### config.mk
export PLATFORM = sky130hd
export DESIGN_NAME = uart_tx_param
export DESIGN_NICKNAME = d
export VERILOG_FILES = /design/src/rtl/uart_tx_param.sv
export SDC_FILE = /design/constraint.sdc
export NUM_CORES = 1
export LEC_CHECK = 0
export BUFFER_PORTS_ARGS = -buffer_cell sky130_fd_sc_hd__buf_2
export CORE_ASPECT_RATIO = 0.5
export CORE_MARGIN = 5
export CORE_UTILIZATION = 40
export CTS_CLUSTER_SIZE = 40
export DETAILED_ROUTE_END_ITERATION = 6
export GPL_ROUTABILITY_DRIVEN = 1
export SYNTH_ARGS = -nofsm -noshare
export SYNTH_HDL_FRONTEND = slang
export SYNTH_SLANG_ARGS = --single-unit
### constraint.sdc
create_clock -name CLK -period 2.15 [get_ports CLK]
set_input_delay 0.645 -clock CLK [delete_from_list [all_inputs] [get_ports CLK]]
set_output_delay 0.645 -clock CLK [all_outputs]
set_load 0.02 [all_outputs]
### src/rtl/uart_tx_param.sv
// UART transmitter: start bit appears 1 cycle after acceptance; each bit lasts max(Prescale,1) cycles.
// Requests made while busy are ignored, unless UART_TX_HOLD_EN is defined, which adds a one-word holding register.
module uart_tx_param #(
    parameter int DATA_WIDTH     = 8,
    parameter int PRESCALE_WIDTH = 8
) (
    input  logic                      CLK,
    input  logic                      RST,
    input  logic [DATA_WIDTH-1:0]     P_DATA,
    input  logic                      Data_Valid,
    input  logic                      PAR_EN,
    input  logic                      PAR_TYP,
    input  logic                      STOP2,
    input  logic [PRESCALE_WIDTH-1:0] Prescale,
    output logic                      TX_OUT,
    output logic                      busy,
    output logic                      tx_done,
    output logic                      hold_full
);
    localparam int BW = $clog2(DATA_WIDTH);
    localparam logic [PRESCALE_WIDTH-1:0] P_ONE = 1;
    localparam logic [BW-1:0] BIT_ONE  = 1;
    localparam logic [BW-1:0] BIT_LAST = BW'(DATA_WIDTH - 1);

    typedef enum logic [2:0] {
        S_IDLE, S_START, S_DATA, S_PARITY, S_STOP1, S_STOP2
    } state_e;

    state_e                    state_q;
    logic [PRESCALE_WIDTH-1:0] cnt_q;
    logic [PRESCALE_WIDTH-1:0] p_q;
    logic [BW-1:0]             bit_q;
    logic [DATA_WIDTH-1:0]     shift_q;
    logic                      par_bit_q;
    logic                      par_en_q;
    logic                      stop2_q;
    logic                      tx_out_q;
    logic                      busy_q;
    logic                      tx_done_q;

    logic                      start_d;
    logic [DATA_WIDTH-1:0]     new_data_d;
    logic                      new_par_en_d;
    logic                      new_par_typ_d;
    logic                      new_stop2_d;
    logic [PRESCALE_WIDTH-1:0] new_p_d;

    logic [PRESCALE_WIDTH-1:0] in_p;
    logic                      last_cnt;
    logic                      last_stop;
    logic                      frame_end;
    logic                      p_is_one;

    assign in_p      = (Prescale == '0) ? P_ONE : Prescale;
    assign last_cnt  = (cnt_q == p_q - P_ONE);
    assign p_is_one  = (p_q == P_ONE);
    assign last_stop = (state_q == S_STOP2) || ((state_q == S_STOP1) && !stop2_q);
    assign frame_end = last_stop && last_cnt;

`ifdef UART_TX_HOLD_EN
    logic                      hold_full_q;
    logic [DATA_WIDTH-1:0]     hold_data_q;
    logic                      hold_par_en_q;
    logic                      hold_par_typ_q;
    logic                      hold_stop2_q;
    logic [PRESCALE_WIDTH-1:0] hold_p_q;
    logic                      from_hold;
    logic                      hold_load;

    assign from_hold = frame_end && hold_full_q;
    // A request landing on the last stop cycle with the holder empty chains straight into the next frame.
    assign hold_load = Data_Valid && busy_q && !hold_full_q && !frame_end;

    always_comb begin
        start_d       = from_hold || (Data_Valid && (!busy_q || (frame_end && !hold_full_q)));
        new_data_d    = P_DATA;
        new_par_en_d  = PAR_EN;
        new_par_typ_d = PAR_TYP;
        new_stop2_d   = STOP2;
        new_p_d       = in_p;
        if (from_hold) begin
            new_data_d    = hold_data_q;
            new_par_en_d  = hold_par_en_q;
            new_par_typ_d = hold_par_typ_q;
            new_stop2_d   = hold_stop2_q;
            new_p_d       = hold_p_q;
        end
    end

    always_ff @(posedge CLK) begin
        if (RST) begin
            hold_full_q    <= 1'b0;
            hold_data_q    <= '0;
            hold_par_en_q  <= 1'b0;
            hold_par_typ_q <= 1'b0;
            hold_stop2_q   <= 1'b0;
            hold_p_q       <= P_ONE;
        end else if (hold_load) begin
            hold_full_q    <= 1'b1;
            hold_data_q    <= P_DATA;
            hold_par_en_q  <= PAR_EN;
            hold_par_typ_q <= PAR_TYP;
            hold_stop2_q   <= STOP2;
            hold_p_q       <= in_p;
        end else if (from_hold) begin
            hold_full_q    <= 1'b0;
        end
    end

    assign hold_full = hold_full_q;
`else
    always_comb begin
        start_d       = Data_Valid && !busy_q;
        new_data_d    = P_DATA;
        new_par_en_d  = PAR_EN;
        new_par_typ_d = PAR_TYP;
        new_stop2_d   = STOP2;
        new_p_d       = in_p;
    end

    assign hold_full = 1'b0;
`endif

    always_ff @(posedge CLK) begin
        if (RST) begin
            state_q   <= S_IDLE;
            cnt_q     <= '0;
            p_q       <= P_ONE;
            bit_q     <= '0;
            shift_q   <= '0;
            par_bit_q <= 1'b0;
            par_en_q  <= 1'b0;
            stop2_q   <= 1'b0;
            tx_out_q  <= 1'b1;
            busy_q    <= 1'b0;
            tx_done_q <= 1'b0;
        end else begin
            tx_done_q <= 1'b0;
            if (start_d) begin
                state_q   <= S_START;
                cnt_q     <= '0;
                bit_q     <= '0;
                p_q       <= new_p_d;
                shift_q   <= new_data_d;
                par_bit_q <= (^new_data_d) ^ new_par_typ_d;
                par_en_q  <= new_par_en_d;
                stop2_q   <= new_stop2_d;
                tx_out_q  <= 1'b0;
                busy_q    <= 1'b1;
            end else begin
                case (state_q)
                    S_IDLE: begin
                        tx_out_q <= 1'b1;
                        busy_q   <= 1'b0;
                    end
                    S_START: begin
                        if (last_cnt) begin
                            state_q  <= S_DATA;
                            cnt_q    <= '0;
                            bit_q    <= '0;
                            tx_out_q <= shift_q[0];
                        end else begin
                            cnt_q <= cnt_q + P_ONE;
                        end
                    end
                    S_DATA: begin
                        if (!last_cnt) begin
                            cnt_q <= cnt_q + P_ONE;
                        end else begin
                            cnt_q <= '0;
                            if (bit_q != BIT_LAST) begin
                                bit_q    <= bit_q + BIT_ONE;
                                shift_q  <= shift_q >> 1;
                                tx_out_q <= shift_q[1];
                            end else if (par_en_q) begin
                                state_q  <= S_PARITY;
                                tx_out_q <= par_bit_q;
                            end else begin
                                state_q   <= S_STOP1;
                                tx_out_q  <= 1'b1;
                                tx_done_q <= !stop2_q && p_is_one;
                            end
                        end
                    end
                    S_PARITY: begin
                        if (last_cnt) begin
                            state_q   <= S_STOP1;
                            cnt_q     <= '0;
                            tx_out_q  <= 1'b1;
                            tx_done_q <= !stop2_q && p_is_one;
                        end else begin
                            cnt_q <= cnt_q + P_ONE;
                        end
                    end
                    S_STOP1: begin
                        if (!last_cnt) begin
                            cnt_q     <= cnt_q + P_ONE;
                            tx_done_q <= !stop2_q && (cnt_q + P_ONE == p_q - P_ONE);
                        end else if (stop2_q) begin
                            state_q   <= S_STOP2;
                            cnt_q     <= '0;
                            tx_done_q <= p_is_one;
                        end else begin
                            state_q  <= S_IDLE;
                            cnt_q    <= '0;
                            busy_q   <= 1'b0;
                            tx_out_q <= 1'b1;
                        end
                    end
                    S_STOP2: begin
                        if (!last_cnt) begin
                            cnt_q     <= cnt_q + P_ONE;
                            tx_done_q <= (cnt_q + P_ONE == p_q - P_ONE);
                        end else begin
                            state_q  <= S_IDLE;
                            cnt_q    <= '0;
                            busy_q   <= 1'b0;
                            tx_out_q <= 1'b1;
                        end
                    end
                    default: begin
                        state_q  <= S_IDLE;
                        busy_q   <= 1'b0;
                        tx_out_q <= 1'b1;
                    end
                endcase
            end
        end
    end

    assign TX_OUT  = tx_out_q;
    assign busy    = busy_q;
    assign tx_done = tx_done_q;
endmodule

Word level (Yosys, flattened, before mapping)
Cells that the tools add are included.
Storage, ports and cells
  output and inout port bits: 4
  flip-flop bits (word level): 36
  word-level logic and storage cells: 106
  input port bits: 22
Cells by class
  reduce and logical (&&, ||, !) cells: 22
  add/sub/neg operators: 3
  eq/ne operators: 26
  bitwise logic cells: 2
  multiplexer cells: 41
Operator list (count)
  $mux W8: 6
  $mux W3: 10
  $ne A3 B3 Y1 const B: 8
  $mux W1: 20
  $pmux W3 S6: 1
  $eq A8 B8 Y1: 2
  $ne A2 B2 Y1 const B: 8
  $reduce_and A7 Y1: 2
  $add A8 B1 Y8 const B: 1
  $eq A8 B1 Y1 const B: 1
  $logic_not A8 Y1: 1
  $pmux W1 S4: 2
  $reduce_and A4 Y1: 2
  $reduce_bool A2 Y1: 4
  $reduce_xor A8 Y1: 1
  $sub A8 B1 Y8 const B: 1
  $eq A3 B2 Y1 const B: 2
  $eq A3 B3 Y1 const B: 2
  $pmux W3 S2: 1
  $reduce_and A5 Y1: 1
  $reduce_or A5 Y1: 1
  $reduce_or A2 Y1: 2
  $add A3 B1 Y3 const B: 1
  $eq A3 B1 Y1 const B: 1
  10 further kinds: 13

Logic depth before layout (Yosys ltp)
  depth after elaboration: 6
  depth in mapped cells: 9

Least setup slack after synthesis
No wires, ideal clock.
  kind: register to register
  from: register p_q[0]
  to: register shift_q[5]
  buffers on the path: 1
  data arrival time: 2.113 ns
  slack: -0.075 ns
  cell stages (with the launch flop): 9
  data required time: 2.038 ns
  setup time: 0.112 ns
  path through: dfxtp_1 > inv_1 > ha_1 > xnor2_1 > a311o_1 > a311oi_1 > nand4_1 > buf_2 > a2111oi_1
On the way
  word-level cells in the longest chain between the ends: 4
Ends and longest elaborated chain
  start: declaration: RTL line 31  | logic [PRESCALE_WIDTH-1:0] p_q;
  start signal: assignment: RTL line 143  | p_q <= new_p_d;
  $sub A8 B1 Y8: RTL line 55  | assign last_cnt = (cnt_q == p_q - P_ONE);
  $eq A8 B8 Y1: RTL line 55
  $reduce_bool A2 Y1 (no source line)
  $reduce_and A3 Y1 (no source line)
  end signal: assignment: RTL line 144  | shift_q <= new_data_d;
  end signal: assignment: RTL line 173  | shift_q <= shift_q >> 1;
  end: declaration: RTL line 33  | logic [DATA_WIDTH-1:0] shift_q;
No other way between the ends.
A chain may end at the register's enable or synchronous reset.

Worst setup path after layout
  from: register p_q[3]
  to: register shift_q[6]
Same word-level chain as after synthesis.

==> impl_metrics.ini <==
[status]
outcome = finished, violations left
violations = negative setup slack

[setup_path]
worst-path-buf-inv = 3
cpPeakStageDelay_ps = 350
r2r_cells = 8
path_common_cell = buf_4
cp_max_fo = 6
cp_top_family = compound AO/OA/AOI/OAI gates
cp_data_required_time_ps = 2320
cp.depth = 8
endpoint_kind = register
worstSetupPathType = register to register
arrival_ps = 2340
crit_chain = buf_4, nor3b_4, buf_4, o211ai_1, a311oi_1, nand4_1, buf_6, a2111oi_4
cpMaxStageDelayCell = dfxtp_2
worst_setup_path_start_kind = register

[floorplan]
die-area_um2 = 7735
core_um2 = 5634
pin_count = 26
die_y_um = 64.74
rows = 19
dieWidth_um = 119.5
initial_core_util_pct = 42.55

[placement]
dp_hpwl_mm = 4.729
routabilityCongestion = 0.8535
place_ws_ps = -163.0
portBuffers = 24
place_inst = 417
dpl_cell_area_um2 = 2759

[layout]
final_common_cell = nand2_1
layout.cells.most_common_list = nand2_1 (37), buf_4 (36), dfxtp_1 (30)
fin_nets = 383
final_area_um2 = 3107
nFillCells = 511
drive_gt1_share_pct = 28.57
final_cells = 430
multiInputGateArea_um2 = 1685
regArea_um2 = 730.7
num_antenna_cells = 0
area_delta_synth_final_pct = 29.59

[clock_network]
hold_buffers = 0
htreeDepth = 2
cts_buffer_depth = 2
root_buffer = clkbuf_16
clk_pin_slew_ps = 60
cts-buffers-inserted = 5
cts_tree = built
worstSkewPairLatency_ps = 280
clock-sinks = 36

[routing]
firstDrtPassIters = 4
drt-initial-drc-count = 133
wl_mm = 6.353
routedWlPerCell_um = 14.77
route.vias.total = 2345
postRouteAntennaNets = 0
drc = 0
viasPerCell = 5.453

[power]
power.leakage_nw = 1.264
vdd_drop_max_mv = 0.4035
power_density_nw_per_um2 = 637.8

[synth]
seq_area_frac_synth_pct = 30.06
avgSynthCellArea_um2 = 7.783
ys.flop_type = dfxtp_1
ys_warn_count = 0
synth_cells = 308
synth_area_um2 = 2397
synth_enable_flop_cells = 0
synthesis.nets = 335
synth_cell_type_count = 55
synthArstFlopShare_pct = 0
ys_ff_latch = 36

[timing]
final.setup.worst_slack_ps = -13.71
setup-violations-final = 1
hold_violations = 0
fin_crit_sh_pct = 100.6
finClkSkew_ps = 4.797
slew_headroom_pct = 64.30
whs_ps = 461.1
rsz0062_at_grt = yes
tightestPinTransition_ps = 531.3
max_freq_mhz = 462.2
fin_crit_ps = 2164
finalMaxSlewViolations = 0

[job]
cap_violations = 0

[global_routing]
grt_pass1_wl_mm = 10.67
grt_pass1_vias = 2249
overflow = 0
grt_max_degree = 31
antenna_found_initial = 0
gr-usage-all-layers_pct = 16.64

[min_path]
hold_path_depth = 2
min_path_type = register to register
[final cells by class]
| type | instances | share of cell area [%] |
|---|---|---|
| tap | 73 | 2.940 |
| multi-input combinational | 244 | 54.25 |
| timing repair buffer | 63 | 13.65 |
| inverter | 6 | 0.8055 |
| clock buffer | 7 | 4.591 |
| sequential | 36 | 23.52 |
| clock inverter | 1 | 0.2416 |
[logic make-up after synthesis]
family	synth area share (%)
and+or+nand+nor	30.22
other	0.1564
adders and majority gates	2.610
xor gates and xnor gates	9.499
AOI/OAI and AO/OA	18.74
buffers and inverters	5.376
DFF	30.06
muxes	3.340
[flip-flops by register name, indices dropped and copies added, names as in the netlist]
signal	flops
p_q	8
par_bit_q	1
par_en_q	1
busy	1
stop2_q	1
cnt_q	8
tx_done	1
state_q	3
bit_q	3
TX_OUT	1
shift_q	8
[power breakdown]
part / internal [mW] / switching, mW
combinational: 0.237 / 0.265
sequential: 0.705 / 0.0362
clock: 0.461 / 0.277
[metal layers]
layer,vias up,wire (um),track usage (%)
met5,-,0,0
met4,0,45,2.568
met3,8,406,4.257
met2,68,2869,27.18
met1,1076,3031,22.84
li1,1193,-,-
[metrics by stage]
step / util, % / TNS [ps] / total power [mW]
after floorplan: - / 0 / 1.041
after global placement: 48.97 / -188.4 / 1.186
after detailed placement: 48.97 / -699.1 / 1.195
after CTS: 53.12 / 0 / 1.949
after global routing: 55.14 / -1514 / 2.071
final: 55.14 / -13.71 / 1.981
[worst paths after layout]
check                     to  slack, ps  startpoint
setup / recovery  shift_q[6]        -10      p_q[3]
hold / removal     par_bit_q        460   par_bit_q
setup reg to reg  shift_q[6]        -10      p_q[3]
hold reg to reg    par_bit_q        460   par_bit_q
[cells in the mapped netlist, types with 5 or more instances]
cell | n | area [um2]
dfxtp_1 | 36 | 720.7
nor2_1 | 25 | 93.84
and3_1 | 5 | 31.28
nand2b_1 | 11 | 68.82
xor2_1 | 9 | 78.83
inv_1 | 6 | 22.52
nand2_1 | 38 | 142.6
clkbuf_1 | 14 | 52.55
nand3_1 | 16 | 80.08
ha_1 | 5 | 62.56
xnor2_1 | 17 | 148.9
mux2i_1 | 8 | 80.08
a21oi_1 | 23 | 115.1
o21ai_0 | 11 | 55.05
nor3_1 | 13 | 65.06
nor4_1 | 7 | 43.79
[timing repair]
item / 4_1_cts / 5_1_grt
setup buffers: 0 / 4
pin swaps: 6 / 14
setup endpoints to repair: 10 / 17
resized for setup: 14 / 25
gates cloned: 1 / 0
[worst register-to-register path, delay by kind of cell (launching register included)]
kind | cells | cell delay [ps]
compound gates | 3 | 670
buf+inv | 3 | 550
flops | 1 | 350
simple gates | 2 | 480
Power figures use the tool's default switching activity.
